===== config.mk =====
export PLATFORM = sky130hd
export DESIGN_NAME = wb_burst_ram_slave
export DESIGN_NICKNAME = d
export VERILOG_FILES = /design/src/rtl/orlink_wb_pkg.sv /design/src/rtl/wb_burst_ram_mem.sv /design/src/rtl/wb_burst_ram_slave.sv
export SDC_FILE = /design/constraint.sdc
export NUM_CORES = 2
export LEC_CHECK = 0
export ABC_CLOCK_PERIOD_IN_PS = 6900
export BUFFER_PORTS_ARGS = -buffer_cell sky130_fd_sc_hd__buf_2
export CAP_MARGIN = 10
export CORE_ASPECT_RATIO = 1.4
export CORE_MARGIN = 2
export CORE_UTILIZATION = 45
export DETAILED_ROUTE_END_ITERATION = 6
export HOLD_SLACK_MARGIN = 0.1
export PLACE_DENSITY = 0.68
export SLEW_MARGIN = 20
export SYNTH_ARGS = -nofsm -noshare
export SYNTH_HDL_FRONTEND = slang
export SYNTH_SLANG_ARGS = --single-unit

===== constraint.sdc =====
create_clock -name wb_clk -period 6.9 [get_ports wb_clk]
set_input_delay 0 -clock wb_clk [delete_from_list [all_inputs] [get_ports wb_clk]]
set_output_delay 0 -clock wb_clk [all_outputs]
set_load 0.02 [all_outputs]

===== src/rtl/orlink_wb_pkg.sv =====
// Shared Wishbone encodings for the orlink bus and the on-chip RAM slave FSM.
package orlink_wb_pkg;

   // Cycle type identifiers (wb_cti_i)
   localparam logic [2:0] CTI_CLASSIC = 3'b000;
   localparam logic [2:0] CTI_CONST   = 3'b001;
   localparam logic [2:0] CTI_INCR    = 3'b010;
   localparam logic [2:0] CTI_EOB     = 3'b111;

   // Burst type extensions (wb_bte_i)
   typedef enum logic [1:0] {
      BTE_LINEAR = 2'b00,
      BTE_WRAP4  = 2'b01,
      BTE_WRAP8  = 2'b10,
      BTE_WRAP16 = 2'b11
   } bte_e;

   // Slave FSM states
   typedef enum logic [1:0] {
      ST_IDLE = 2'b00,
      ST_ACK  = 2'b01,
      ST_ERR  = 2'b10
   } state_e;

endpackage


===== src/rtl/wb_burst_ram_mem.sv =====
// Single-port synchronous RAM, 2^AW x 32, with per-byte write enables.
// Ports: clk; en enables the access; adr word address; we byte-write lanes
// (any lane set makes this a write, read output then holds); wdat write data;
// rdat registered read data.
module wb_burst_ram_mem #(
   parameter int unsigned AW = 6
) (
   input  logic          clk,
   input  logic          en,
   input  logic [AW-1:0] adr,
   input  logic [3:0]    we,
   input  logic [31:0]   wdat,
   output logic [31:0]   rdat
);

   localparam int unsigned DEPTH = 1 << AW;

   logic [31:0] mem [DEPTH];

   // Write has priority on the shared port; the read register only updates on pure reads
   always_ff @(posedge clk) begin
      if (en) begin
         if (we == 4'b0000) begin
            rdat <= mem[adr];
         end
         for (int i = 0; i < 4; i++) begin
            if (we[i]) begin
               mem[adr][8*i +: 8] <= wdat[8*i +: 8];
            end
         end
      end
   end

endmodule


===== src/rtl/wb_burst_ram_slave.sv =====
// Wishbone B3 RAM slave for the orlink master: classic cycles plus
// registered-feedback linear and wrap-4/8/16 bursts, one beat per clock.
// Ports: wb_clk, rst_n (async active-low); wb_adr_i byte address; wb_dat_i
// write data; wb_sel_i byte lanes; wb_we_i, wb_cyc_i, wb_stb_i, wb_cti_i,
// wb_bte_i bus controls; wb_dat_o read data (valid with ack); wb_ack_o
// acknowledge; wb_err_o out-of-range error; wb_rty_o tied low.
module wb_burst_ram_slave
   import orlink_wb_pkg::*;
#(
   parameter int unsigned MEM_SIZE_BYTES = 256,
   parameter int unsigned MEM_ADR_WIDTH  = 6
) (
   input  logic        wb_clk,
   input  logic        rst_n,
   input  logic [31:0] wb_adr_i,
   input  logic [31:0] wb_dat_i,
   input  logic [3:0]  wb_sel_i,
   input  logic        wb_we_i,
   input  logic        wb_cyc_i,
   input  logic        wb_stb_i,
   input  logic [2:0]  wb_cti_i,
   input  logic [1:0]  wb_bte_i,
   output logic [31:0] wb_dat_o,
   output logic        wb_ack_o,
   output logic        wb_err_o,
   output logic        wb_rty_o
);

   localparam int unsigned AW = MEM_ADR_WIDTH;

   state_e        state_q, state_d;
   logic [AW-1:0] cur_adr_q, cur_adr_d;
   logic          we_q, we_d;

   logic          ack_c;
   logic          in_range_c;
   logic          last_lin_c;
   logic [AW-1:0] nxt_adr_c;
   logic          mem_en_c;
   logic [AW-1:0] mem_adr_c;
   logic [3:0]    mem_we_c;
   logic [31:0]   mem_rdat;

   assign in_range_c = wb_adr_i < 32'(MEM_SIZE_BYTES);
   assign ack_c      = (state_q == ST_ACK) & wb_cyc_i & wb_stb_i;

   assign wb_ack_o = ack_c;
   assign wb_err_o = (state_q == ST_ERR);
   assign wb_rty_o = 1'b0;
   assign wb_dat_o = ack_c ? mem_rdat : 32'h0000_0000;

   // Next burst address; linear bursts flag the top word so they error instead of wrapping
   always_comb begin
      nxt_adr_c  = cur_adr_q + AW'(1);
      last_lin_c = 1'b0;
      case (wb_bte_i)
         BTE_LINEAR: last_lin_c = &cur_adr_q;
         BTE_WRAP4:  nxt_adr_c  = {cur_adr_q[AW-1:2], cur_adr_q[1:0] + 2'd1};
         BTE_WRAP8:  nxt_adr_c  = {cur_adr_q[AW-1:3], cur_adr_q[2:0] + 3'd1};
         BTE_WRAP16: nxt_adr_c  = {cur_adr_q[AW-1:4], cur_adr_q[3:0] + 4'd1};
         default:    last_lin_c = 1'b0;
      endcase
   end

   // Next state and RAM port control
   always_comb begin
      state_d   = state_q;
      cur_adr_d = cur_adr_q;
      we_d      = we_q;
      mem_en_c  = 1'b0;
      mem_adr_c = cur_adr_q;
      mem_we_c  = 4'b0000;
      case (state_q)
         ST_IDLE: begin
            if (wb_cyc_i && wb_stb_i) begin
               if (!in_range_c) begin
                  state_d = ST_ERR;
               end else begin
                  state_d   = ST_ACK;
                  mem_en_c  = 1'b1;
                  mem_adr_c = wb_adr_i[AW+1:2];
                  cur_adr_d = wb_adr_i[AW+1:2];
                  we_d      = wb_we_i;
               end
            end
         end
         ST_ACK: begin
            if (!wb_cyc_i) begin
               state_d = ST_IDLE;
            end else if (ack_c) begin
               if (we_q) begin
                  mem_en_c = 1'b1;
                  mem_we_c = wb_sel_i;
               end
               case (wb_cti_i)
                  CTI_INCR: begin
                     if (last_lin_c) begin
                        state_d = ST_ERR;
                     end else begin
                        cur_adr_d = nxt_adr_c;
                        // Prefetch the next beat; write bursts never need read data
                        if (!we_q) begin
                           mem_en_c  = 1'b1;
                           mem_adr_c = nxt_adr_c;
                        end
                     end
                  end
                  CTI_CLASSIC, CTI_CONST, CTI_EOB: state_d = ST_IDLE;
                  default:                         state_d = ST_IDLE;
               endcase
            end
         end
         ST_ERR:  state_d = ST_IDLE;
         default: state_d = ST_IDLE;
      endcase
   end

   // State and burst context registers
   always_ff @(posedge wb_clk or negedge rst_n) begin
      if (!rst_n) begin
         state_q   <= ST_IDLE;
         cur_adr_q <= '0;
         we_q      <= 1'b0;
      end else begin
         state_q   <= state_d;
         cur_adr_q <= cur_adr_d;
         we_q      <= we_d;
      end
   end

   wb_burst_ram_mem #(
      .AW (AW)
   ) u_mem (
      .clk  (wb_clk),
      .en   (mem_en_c),
      .adr  (mem_adr_c),
      .we   (mem_we_c),
      .wdat (wb_dat_i),
      .rdat (mem_rdat)
   );

endmodule


# After elaboration in Yosys (flattened, before gate mapping)
# Memory sizes are Yosys's and may differ from the RTL's. A register that Yosys moved wholly into a read port is not among the register bits.
# Index checks and enable logic that the tools add are counted.
[word_totals] elab_cells=82 output_inout_bits=35 in_bits=78 regBits=9 memories=1 ramBits=2048
[classes] n_addsub=4 n_reduce_logical=10 eq_ne=13 n_mux=48 n_lt_le_gt_ge=1 bitwise=2
[memory_table] name="u_mem.mem" words=64 width=32 rd=1 rd_clocked_by_memory_dff=1 write_ports=1 line="wb_burst_ram_mem.sv:18" source="logic [31:0] mem [DEPTH];"
[ops] operator="two-way mux 6 bit" count=11
[ops] operator="less-than comparator 32 x 9 -> 1 bit, second input constant" count=1
[ops] operator="two-way mux 32 bit" count=1
[ops] operator="case mux 6 bit (2 select lines)" count=2
[ops] operator="two-way mux 1 bit" count=21
[ops] operator="case mux 6 bit (3 select lines)" count=1
[ops] operator="two-way mux 4 bit" count=4
[ops] operator="two-way mux 2 bit" count=6
[ops] operator="!= test 2 bit, second input constant" count=4
[ops] operator="adder 6 x 1 -> 6 bit, second input constant" count=1
[ops] operator="equality test 2 bit, second input constant" count=3
[ops] operator="AND reduction 3 bit" count=2
[ops] operator="AND reduction 6 bit" count=1
[ops] operator="AND reduction 5 bit" count=1
[ops] operator="adder 4 x 1 -> 4 bit, second input constant" count=1
[ops] operator="equality test 2 x 1 -> 1 bit, second input constant" count=2
[ops] operator="logical NOT 2 bit" count=2
[ops] operator="logical NOT 4 bit" count=1
[ops] operator="!= test 4 bit, second input constant" count=1
[ops] operator="case mux 2 bit (2 select lines)" count=1
[ops] operator="adder 3 x 1 -> 3 bit, second input constant" count=1
[ops] operator="equality test 3 x 2 -> 1 bit, second input constant" count=1
[ops] operator="!= test 3 bit, second input constant" count=1
[ops] operator="adder 2 x 1 -> 2 bit, second input constant" count=1
[ops] operator="other kinds (6)" count=7

# Logic depth before layout (Yosys ltp)
[logic_depth] word_depth=9 ltp_mapped=15

# Modules after synthesis
# From an unflattened synthesis, not the netlist that was laid out.
[hier_totals] hier_cells=4779 hier_area_um2=80935.1
[by_module_without_submodules] mod="wb_burst_ram_mem" seq_area_each_um2=62459.9 cells_per_inst=4609 n_inst=1 area_per_inst_um2=79553.8
[by_module_without_submodules] mod="wb_burst_ram_slave" seq_area_each_um2=225.2 cells_per_inst=170 n_inst=1 area_per_inst_um2=1381.3

# Worst setup path after synthesis
# OpenSTA, ideal clock, no wires.
[synth_timing] path_kind="flip-flop to flip-flop" from="reg state_q[0]" to="reg u_mem.rdat[0], read port of u_mem.mem (enable)" stages_incl_launch_ff=8 arrival_ns=4.030 path_buffers=2 required_ns=6.430 setup_ns=0.470 setup_slack_ns=2.401 cell_sequence="dfrtp_1 > nand2b_1 > clkbuf_1 > nor2_1 > nand3_1 > clkbuf_1 > nand4_1 > a211oi_1"
[synth_via] elab_chain_len=8
[synth_rtl] element="start: declaration" line="wb_burst_ram_slave.sv:31" source="state_e state_q, state_d;"
[synth_rtl] element="start signal: assignment" line="wb_burst_ram_slave.sv:125" source="state_q <= state_d;"
[synth_rtl] element="equality test 2 x 1 -> 1 bit (*)" line="wb_burst_ram_slave.sv:45" source="assign ack_c = (state_q == ST_ACK) & wb_cyc_i & wb_stb_i;"
[synth_rtl] element="AND 1 bit (*) (2 in series)" line="wb_burst_ram_slave.sv:45"
[synth_rtl] element="net wb_ack_o" line="wb_burst_ram_slave.sv:24" source="output logic wb_ack_o,"
[synth_rtl] element="two-way mux 4 bit" line="wb_burst_ram_slave.sv:90" source="end else if (ack_c) begin"
[synth_rtl] element="two-way mux 4 bit" line="wb_burst_ram_slave.sv:88" source="if (!wb_cyc_i) begin"
[synth_rtl] element="two-way mux 4 bit" line="wb_burst_ram_slave.sv:73" source="case (state_q)"
[synth_rtl] element="logical NOT 4 bit" line="wb_burst_ram_mem.sv:23" source="if (we == 4'b0000) begin"
[synth_rtl] element="AND reduction 2 bit (no source line)"
[synth_rtl] element="end: declaration" line="wb_burst_ram_mem.sv:13" source="output logic [31:0] rdat"
# The timed path passes the listed nets; every way through them passes the cells marked *.
# A chain may end at the register's enable or synchronous reset.

# Worst setup path in the final report
[layout_timing] from="reg state_q[1]" to="reg u_mem.rdat[11], read port of u_mem.mem, data pin"
[layout_via] elab_chain_len=8
[layout_rtl] element="equality test 2 x 1 -> 1 bit" line="wb_burst_ram_slave.sv:45, wb_burst_ram_slave.sv:73"
[layout_rtl] element="AND 1 bit (2 in series)" line="wb_burst_ram_slave.sv:45"
[layout_rtl] element="two-way mux 4 bit" line="wb_burst_ram_slave.sv:90"
[layout_rtl] element="two-way mux 4 bit" line="wb_burst_ram_slave.sv:88"
[layout_rtl] element="two-way mux 4 bit" line="wb_burst_ram_slave.sv:73"
[layout_rtl] element="logical NOT 4 bit" line="wb_burst_ram_mem.sv:23"
[layout_rtl] element="AND reduction 2 bit (no source line)"
# Parallel ways exist; a longest one is shown, timed or not.

==> run metrics <==
vias per inst 6.164; Rel. slew slack 25.84%; synth warn 0; Multi-input gate area 0.01690 mm2; post-synth cell types 63; area post-placement 0.08492 mm2; Filler cells 13.77k; Synth async-reset ratio 0.4308%; Rows 183; leading cell type in the layout, fill and taps excluded edfxtp_1; peak supply drop 224.8 uV; Syn Inst Count 3736; Total GRT Usage 22.29%; 1st-pass router iterations 7; nets 4144; Synth Net Count 3815; CP max stage cell buf_4; Int Power 0.01946 W; highest clock rate 0.1778 GHz; vias in the first global route 40.74k; buffer depth of the longest clock path 3; Top delay family on crit path simple AND/OR/NAND/NOR gates; crit path launch state_q[1]$_DFFE_PN0P_; routed len/inst 31.26 um; Root Buffer clkbuf_16; core area 0.1777 mm2; Layout area overhead 13.30%; Clock Sinks 2089; Worst Tran Pin Value 1109 ps; Reg power frac 57.5%; DR vias 40.22k; Reg area 0.06269 mm2; Die H 504.2 um; clock share of power 40.3%; Pwr Density 266.3 mW/mm2; Final Max Tran Viols 0; Die Footprint 0.1822 mm2; Die W 361.3 um; Worst EP arrival 6180 ps; Worst path max stage delay 860 ps; total power 0.02427 W; element type at the critical path start flop; post-route ant nets 0; crit path kind flop to flop; worst path bufs/invs 1; total clock buffers created by CTS 175; routability cong. 0.8864; DP HPWL 125200 um; Final Util 51.29%; first-pass GRT wire length 291300 um; unrepaired setup endpoints after global routing no; most frequent cells in the layout edfxtp_1, mux4_2, a22oi_1; RR Startpoint state_q[1]$_DFFE_PN0P_; Seq/Total Area, Yosys 77.93%; period utilization 81.52%; Min Hold Slack 140.1 ps; postcts setup bufs 0; Lkg Pwr 28.37 nW; maximum fanout along the worst path 47; Critical Path RT 7450 ps; Gates resized, CTS repair 0; Overflow after GRT 0; design area 0.09113 mm2; Clock Skew 16.16 ps; maximum capacitance violations 0; largest net degree at the start of global routing 123; NetSw 0.004809 W; Main synth FF type edfxtp_1; Routed WL 203900 um; H-tree levels 4; final setup fails 0; mapped cell area 0.08044 mm2; status finished, final reports clean; Yosys reg bits 2089; final hold violations 0; number of I/O pins 113; antenna violations before repair 5; CTS tree done; combinational share of power 2.2%; clk_lat worst skew 790 ps; Initial DRC Count 4783; nature of the critical path endpoint flop; crit path cell chain nand2b_1 -> or4_1 -> nor4b_1 -> a211o_4 -> buf_4 -> mux4_2 -> a22oi_1 -> nand4_1 -> or2_1; residual DRC count 0; share of cells above drive strength 1 27.70%; hold_sp wb_adr_i[25]; Period minus WS final 5625 ps; worst min path class input port to flop; switching part of the total 19.82%; synthesized area per cell 21.53 um2; starting density of the core 45.27%; number of synthesized flops with an enable pin 2080; CTS clock-pin slew for the worst setup and hold paths 70 ps; Buffers on Ports 109; setup tns final 0 ps
## per-layer routing
layer / GRT usage (%) / part of all wire (%)
met1: 28.54 / 37
met2: 37.64 / 51
met3: 3.347 / 7.4
met4: 10.35 / 5.0
met5: 0 / 0
## synthesized netlist by cell type (all sizes together) (2+ instances only)
master,count,share of area [%]
edfxtp,2080,78
mux4,500,14
a22oi,248,2.3
nor3,168,1.1
nor2,136,0.63
clkbuf,135,0.63
buf,107,0.74
nand4,73,0.58
nand2,71,0.33
and3,37,0.29
or2,33,0.26
nand3,27,0.17
a21oi,17,0.11
mux2i,14,0.17
nor4,11,0.12
o21ai,10,0.062
dfrtp,9,0.28
a211oi,4,0.044
nand2b,4,0.031
o22ai,4,0.031
or4,4,0.037
a211o,3,0.033
mux2,3,0.042
a21o,2,0.019
a221o,2,0.025
a32oi,2,0.022
and2,2,0.016
inv,2,0.0093
nor2b,2,0.016
o311ai,2,0.031
o31ai,2,0.019
or3,2,0.016
or3b,2,0.022
or4b,2,0.030
## stage by stage
step / std cells / setup WS (ps)
finish: 6524 / 1275
detailed placement: 6144 / 1240
global placement: 6142 / 1295
CTS: 6521 / 1246
floorplan: 3736 / 2401
global route: 6523 / 1004
## what timing repair did
action                                  4_1_cts  5_1_grt
endpoints found under the hold margin      2069        0
hold buffers                                 56        0
endpoints found under the setup margin        0        0
## power groups by stage
stage / Sequential [W] / Clock [W] / Combinational (W)
detailed placement: 0.0142 / 0 / 0.000519
global placement: 0.0142 / 0 / 0.000500
global route: 0.0139 / 0.0103 / 0.000570
finish: 0.0139 / 0.00978 / 0.000541
floorplan: 0.0142 / 0 / 0.000187
CTS: 0.0139 / 0.00989 / 0.000542
## worst min-delay path, cell delays in order
cell     delay [ps]
buf_2            80
nor4_2           40
nand4_2         250
or4b_4          320
mux2_2          190
## area by class of cell
class | count | area share, %
clock buffer | 209 | 5.118
multi-input combinational | 1403 | 18.54
sequential | 2089 | 68.78
timing repair buffer | 394 | 3.325
clock inverter | 112 | 1.041
tap | 2312 | 3.174
inverter | 2 | 0.008238
antenna | 3 | 0.008238
## kinds of logic after synthesis
kind of cell / count (synthesis) / share of synthesized area [%]
buffers and inverters: 244 / 1.378
other: 1 / 0.004662
adder cells (fa/ha/maj): 1 / 0.01555
AO/OA/AOI/OAI: 306 / 2.816
AND/OR/NAND/NOR: 577 / 3.627
XOR/XNOR: 1 / 0.01089
multiplexers: 517 / 14.22
flip-flops: 2089 / 77.93
## flip-flops by register name, summed over array words and instances, names as in the netlist
| signal | flops |
|---|---|
| state_q | 2 |
| we_q | 1 |
| cur_adr_q | 6 |
| u_mem.mem | 2048 |
| u_mem.rdat | 32 |
## worst paths after layout
path                       depth (start not counted)  slack, ps                  endpoint
min reg2reg                                        2        670  cur_adr_q[1]$_DFFE_PN0P_
min                                                5        140          we_q$_DFFE_PN0P_
max in group asynchronous                          3       6180  cur_adr_q[4]$_DFFE_PN0P_
min in group asynchronous                          3        370    state_q[0]$_DFFE_PN0P_
max reg2reg                                        9       1280  u_mem.rdat[11]$_DFFE_PP_
max                                                9       1280  u_mem.rdat[11]$_DFFE_PP_
Note: power is estimated with default switching activity, not from simulation.
